===== config.mk =====
export PLATFORM = sky130hd
export DESIGN_NAME = fma_operand_sched
export DESIGN_NICKNAME = d
export VERILOG_FILES = /design/src/rtl/fma_operand_sched.sv
export SDC_FILE = /design/constraint.sdc
export NUM_CORES = 1
export LEC_CHECK = 0
export BUFFER_PORTS_ARGS = -buffer_cell sky130_fd_sc_hd__buf_2
export CORE_MARGIN = 1
export CORE_UTILIZATION = 27
export DETAILED_ROUTE_END_ITERATION = 10
export GPL_TIMING_DRIVEN = 0
export PLACE_DENSITY = 0.57
export SYNTH_ARGS = -nofsm -noshare
export SYNTH_HDL_FRONTEND = slang
export SYNTH_SLANG_ARGS = --single-unit

===== constraint.sdc =====
create_clock -name clk -period 42.6 [get_ports clk]
set_input_delay 8.52 -clock clk [delete_from_list [all_inputs] [get_ports clk]]
set_output_delay 8.52 -clock clk [all_outputs]
set_load 0.02 [all_outputs]

===== src/rtl/fma_operand_sched.sv =====
// fma_operand_sched: steps an A/B/C operand triple through one shared decoder,
// then issues the decoded bundle with the FMA special-case flags.
module fma_operand_sched #(
    parameter int CNT_W    = 16,
    parameter int DEC_PIPE = 0
) (
    input  logic             clk,
    input  logic             rst,
    input  logic             in_valid,
    output logic             in_ready,
    input  logic [63:0]      op_a,
    input  logic [63:0]      op_b,
    input  logic [63:0]      op_c,
    input  logic [1:0]       precision,
    output logic [63:0]      dec_in,
    output logic [1:0]       dec_precision,
    output logic             dec_en,
    input  logic             dec_sign,
    input  logic [10:0]      dec_exp,
    input  logic [52:0]      dec_mantissa,
    input  logic [3:0]       dec_class,
    output logic             out_valid,
    input  logic             out_ready,
    output logic [2:0]       out_sign,
    output logic [32:0]      out_exp,
    output logic [158:0]     out_mant,
    output logic [11:0]      out_class,
    output logic [1:0]       out_precision,
    output logic             out_invalid,
    output logic             out_inf,
    output logic             out_inf_sign,
    output logic [CNT_W-1:0] ops_issued
);
    typedef enum logic [2:0] {IDLE, DEC_A, DEC_B, DEC_C, ISSUE} state_t;
    state_t      r_state;
    logic        r_ph;
    logic [63:0] r_a, r_b, r_c;
    logic        w_dec, w_cap, w_p_inf, w_p_sign, w_invalid;
    logic [1:0]  w_idx;
    logic [3:0]  w_ca, w_cb, w_cc;
    assign w_dec         = r_state inside {DEC_A, DEC_B, DEC_C};
    // with a registered decoder the second cycle of each DEC state is the capture cycle
    assign w_cap         = w_dec && (DEC_PIPE == 0 || r_ph);
    assign w_idx         = r_state[1:0] - 2'd1;
    assign in_ready      = r_state == IDLE;
    assign dec_en        = w_dec;
    assign dec_precision = w_dec ? out_precision : 2'b00;
    assign dec_in        = r_state == DEC_A ? r_a :
                           r_state == DEC_B ? r_b :
                           r_state == DEC_C ? r_c : 64'd0;
    // class nibble is {nan, inf, norm, zero}
    assign w_ca      = out_class[3:0];
    assign w_cb      = out_class[7:4];
    assign w_cc      = out_class[11:8];
    assign w_p_inf   = w_ca[2] | w_cb[2];
    assign w_p_sign  = out_sign[0] ^ out_sign[1];
    assign w_invalid = w_ca[3] | w_cb[3] | w_cc[3] | (w_ca[2] & w_cb[0]) | (w_ca[0] & w_cb[2]) |
                       (w_p_inf & w_cc[2] & (w_p_sign != out_sign[2]));
    always_ff @(posedge clk or posedge rst) begin
        if (rst) begin
            r_state       <= IDLE;
            r_ph          <= 1'b0;
            r_a           <= '0;
            r_b           <= '0;
            r_c           <= '0;
            out_valid     <= 1'b0;
            out_sign      <= '0;
            out_exp       <= '0;
            out_mant      <= '0;
            out_class     <= '0;
            out_precision <= '0;
            out_invalid   <= 1'b0;
            out_inf       <= 1'b0;
            out_inf_sign  <= 1'b0;
            ops_issued    <= '0;
        end else begin
            if (w_cap) begin
                out_sign[w_idx]             <= dec_sign;
                out_exp[w_idx*11 +: 11]     <= dec_exp;
                out_mant[w_idx*53 +: 53]    <= dec_mantissa;
                out_class[w_idx*4 +: 4]     <= dec_class;
            end
            case (r_state)
                IDLE: if (in_valid) begin
                    r_a           <= op_a;
                    r_b           <= op_b;
                    r_c           <= op_c;
                    out_precision <= precision;
                    r_state       <= DEC_A;
                end
                DEC_A, DEC_B, DEC_C: begin
                    r_ph <= !w_cap;
                    if (w_cap) r_state <= state_t'(r_state + 3'd1);
                end
                ISSUE: if (!out_valid) begin
                    out_valid    <= 1'b1;
                    out_invalid  <= w_invalid;
                    out_inf      <= !w_invalid & (w_p_inf | w_cc[2]);
                    out_inf_sign <= w_p_inf ? w_p_sign : out_sign[2];
                end else if (out_ready) begin
                    out_valid  <= 1'b0;
                    ops_issued <= ops_issued + CNT_W'(1);
                    r_state    <= IDLE;
                end
                default: r_state <= IDLE;
            endcase
        end
    end
endmodule


==> flow_summary.json <==
{
  "critPathSlowestCell": "clkbuf_1",
  "cts_htree_levels": 2,
  "cts.sink_count": 424,
  "clk_latency_ns": 0.58,
  "drt_iter0_drc": 868,
  "rr_endpoint": "r_c[54]",
  "fin_setup_tns_ns": 0,
  "numPlacedInstances": 2625,
  "start_util_pct": 27.3,
  "ys_seq_area_share_pct": 62.9,
  "crit_buf_inv": 4,
  "p_sw_share_pct": 39.2,
  "grt_pass1_wl_mm": 88.1,
  "critPathLaunchType": "flop",
  "synth_edf_count": 0,
  "post_route_cells_drive_above_1_share_pct": 47.5,
  "dieHeight_microns": 252,
  "synthTopCellsByCount": "dfrtp_1 (424), a22o_1 (205), mux2_2 (198)",
  "worstHoldEndpoint": "ops_issued[15]",
  "cts_tree": "done",
  "worstHoldStart": "ops_issued[15]",
  "avgViaCountPerCell": 4.82,
  "cp_max_fo": 10,
  "combinationalPowerShare_pct": 40.4,
  "drc": 0,
  "yosysMostFrequentCell": "dfrtp_1",
  "yosys.area.top_type": "dfrtp_1",
  "ys_ff_latch": 424,
  "grt_max_degree": 128,
  "synth_fp_nets": 1497,
  "stdcell_count": 2720,
  "num_vias": 13100,
  "antenna_found_initial": 7,
  "timing.fmax_ghz": 0.0845,
  "finalWorstSetupSlack_ns": 30.76,
  "clk_pin_slew_worst_paths_ns": 0.06,
  "die_x_microns": 252,
  "rsz0062_at_grt": "false",
  "worst_ep_required_time_ns": 34.08,
  "critical_path_class": "reg2out",
  "synth_cell_types": 37,
  "synth_warnings": 0,
  "syn_inst": 1222,
  "maxSlewHeadroom_pct": 35.6,
  "hold_viol_final": 0,
  "syn_area_per_cell_sq_um": 13.8,
  "worst_pin_slew_ns": 0.954,
  "row_count": 91,
  "r2r_start": "r_state[0]",
  "status": "finished clean",
  "synthFlopType": "dfrtp_1",
  "finalCriticalPeriod_ns": 11.84,
  "crit_path_end_kind": "output port",
  "postCtsHoldBufs": 0,
  "ir_drop_v": 0.0000351,
  "crit_family": "buffers and inverters",
  "maxSlewViolCount": 0,
  "drtPass1Iterations": 7,
  "areaGrowthSynthToFinish_pct": 32.9,
  "ctsRootBufferMaster": "clkbuf_16",
  "drtAntennaViolNets": 0,
  "hold-path-cell-count": 1,
  "clkPwrFrac_pct": 22.8,
  "setup_violations": 0,
  "place_congestion": 0.866,
  "ctsResizeCount": 0,
  "grt_pass1_vias": 13700,
  "dp_hpwl_mm": 44.1,
  "p_leak_nw": 11.2,
  "die-area_sq_mm": 0.0634,
  "num-fill-cells": 6182,
  "routedWlPerCell_microns": 21.9,
  "synth_area_sq_mm": 0.0169,
  "wirelength_mm": 59.5,
  "nets": 2114,
  "grt_overflow_total": 0,
  "cts_inserted_buffers": 49,
  "ys_top_cells_by_area": "dfrtp_1 (63%), mux2_2 (13%), a22o_1 (11%)",
  "fin_crit_sh_pct": 27.8,
  "grt_use_total_pct": 18.3,
  "slowest_delay_ns": 0.74,
  "p_seq_share_pct": 36.8,
  "finClkSkew_ns": 0.0132,
  "powerDensity_mw_per_mm2": 80.4,
  "total_power_mw": 1.80,
  "worstHoldPathType": "reg2reg",
  "clk_path_buf_depth": 3,
  "postSynth.asyncResetShare_pct": 100,
  "rr_worst_depth": 8,
  "cp.arrival_ns": 3.32,
  "ff2ff_setup_slack_ns": 39.79,
  "postCtsSetupBuffers": 0,
  "crit_chain": "ha_1 > nand2b_1 > buf_2 > clkbuf_1 > clkbuf_1 > a21oi_1 > buf_2",
  "port_buffers": 563,
  "netlist.area_leader.share_pct": 62.9,
  "hold_slack_ns": 0.470,
  "pre_cts_ws_ns": 31.26,
  "power.switching_mw": 0.706,
  "p_int_mw": 1.09,
  "pin_count": 564,
  "max_cap_violations": 0,
  "core-area_sq_mm": 0.0617
}
kinds of logic after synthesis:
group / count (synthesis) / share of synthesized area [%]
flops: 424 / 62.9
compound gates: 346 / 15.9
mux: 198 / 13.2
simple gates: 129 / 3.52
buf+inv: 100 / 2.95
xor+xnor: 17 / 0.883
fa+ha+maj: 8 / 0.594
routing by layer:
| metal | vias up | track usage (%) | routed length (microns) |
|---|---|---|---|
| met1 | 6769 | 24.5 | 25600 |
| met3 | 124 | 3.30 | 3020 |
| li1 | 5773 | - | - |
| met2 | 439 | 29.4 | 28600 |
| met5 | - | 0 | 8 |
| met4 | 2 | 7.24 | 2190 |
cells in the final DEF, fill, tap and decap left out, drive strengths merged, types with 4 or more instances in the layout:
master  netlist  final
nand3         8      8
a21oi        67     67
diode         0      9
dfrtp       424    424
nor2         74     74
o21ai         4      4
a22o        205    205
buf          57    623
xnor2        12     12
inv           5      6
clkbuf       38    116
a22oi        64     64
nor4          4      4
clkinv        0      5
nand4         6      6
xor2          5      5
nand2        20     20
ha            8      8
mux2        198    198
through the flow:
step                util, %  area (sq um)
finish                 36.3         22400
global route           36.3         22400
CTS                    36.3         22400
detailed placement     33.7         20800
global placement       33.6         20700
floorplan                 -         16900
layout make-up:
type / count / area [sq um] / share of cell area (%)
Tap cell: 837 / 1050 / 4.68
Sequential cell: 424 / 10600 / 47.4
Buffer: 95 / 479 / 2.14
Timing Repair Buffer: 566 / 2900 / 12.9
Antenna cell: 9 / 22.5 / 0.101
Clock inverter: 8 / 56.3 / 0.251
Clock buffer: 78 / 1510 / 6.73
Multi-Input combinational cell: 698 / 5750 / 25.7
Inverter: 5 / 26.3 / 0.117
registers in the layout, summed over array words and instances, names as in the netlist, 2 cells and up:
name           flops
out_precision      2
out_mant         159
r_c               64
out_class         12
ops_issued        16
r_a               64
out_exp           33
out_sign           3
r_state            3
r_b               64
power by group through the flow:
stage,registers [mW],logic [mW],clock network [mW]
2_1_floorplan,0.726,0.390,0
3_3_place_gp,0.658,0.724,0
3_5_place_dp,0.664,0.734,0
4_1_cts,0.659,0.736,0.424
5_1_grt,0.681,0.778,0.440
6_report,0.662,0.728,0.411
worst max path at each step:
stage	startpoint	endpoint	cells after the start
3_5_place_dp	r_state[0]	dec_in[55]	7
5_1_grt	r_state[1]	dec_in[58]	8
4_1_cts	r_state[0]	dec_in[55]	7
6_report	r_state[0]	dec_in[55]	7
2_1_floorplan	rst	ops_issued[0]	1
3_3_place_gp	rst	r_b[15]	2
Power figures use the tool's default switching activity.
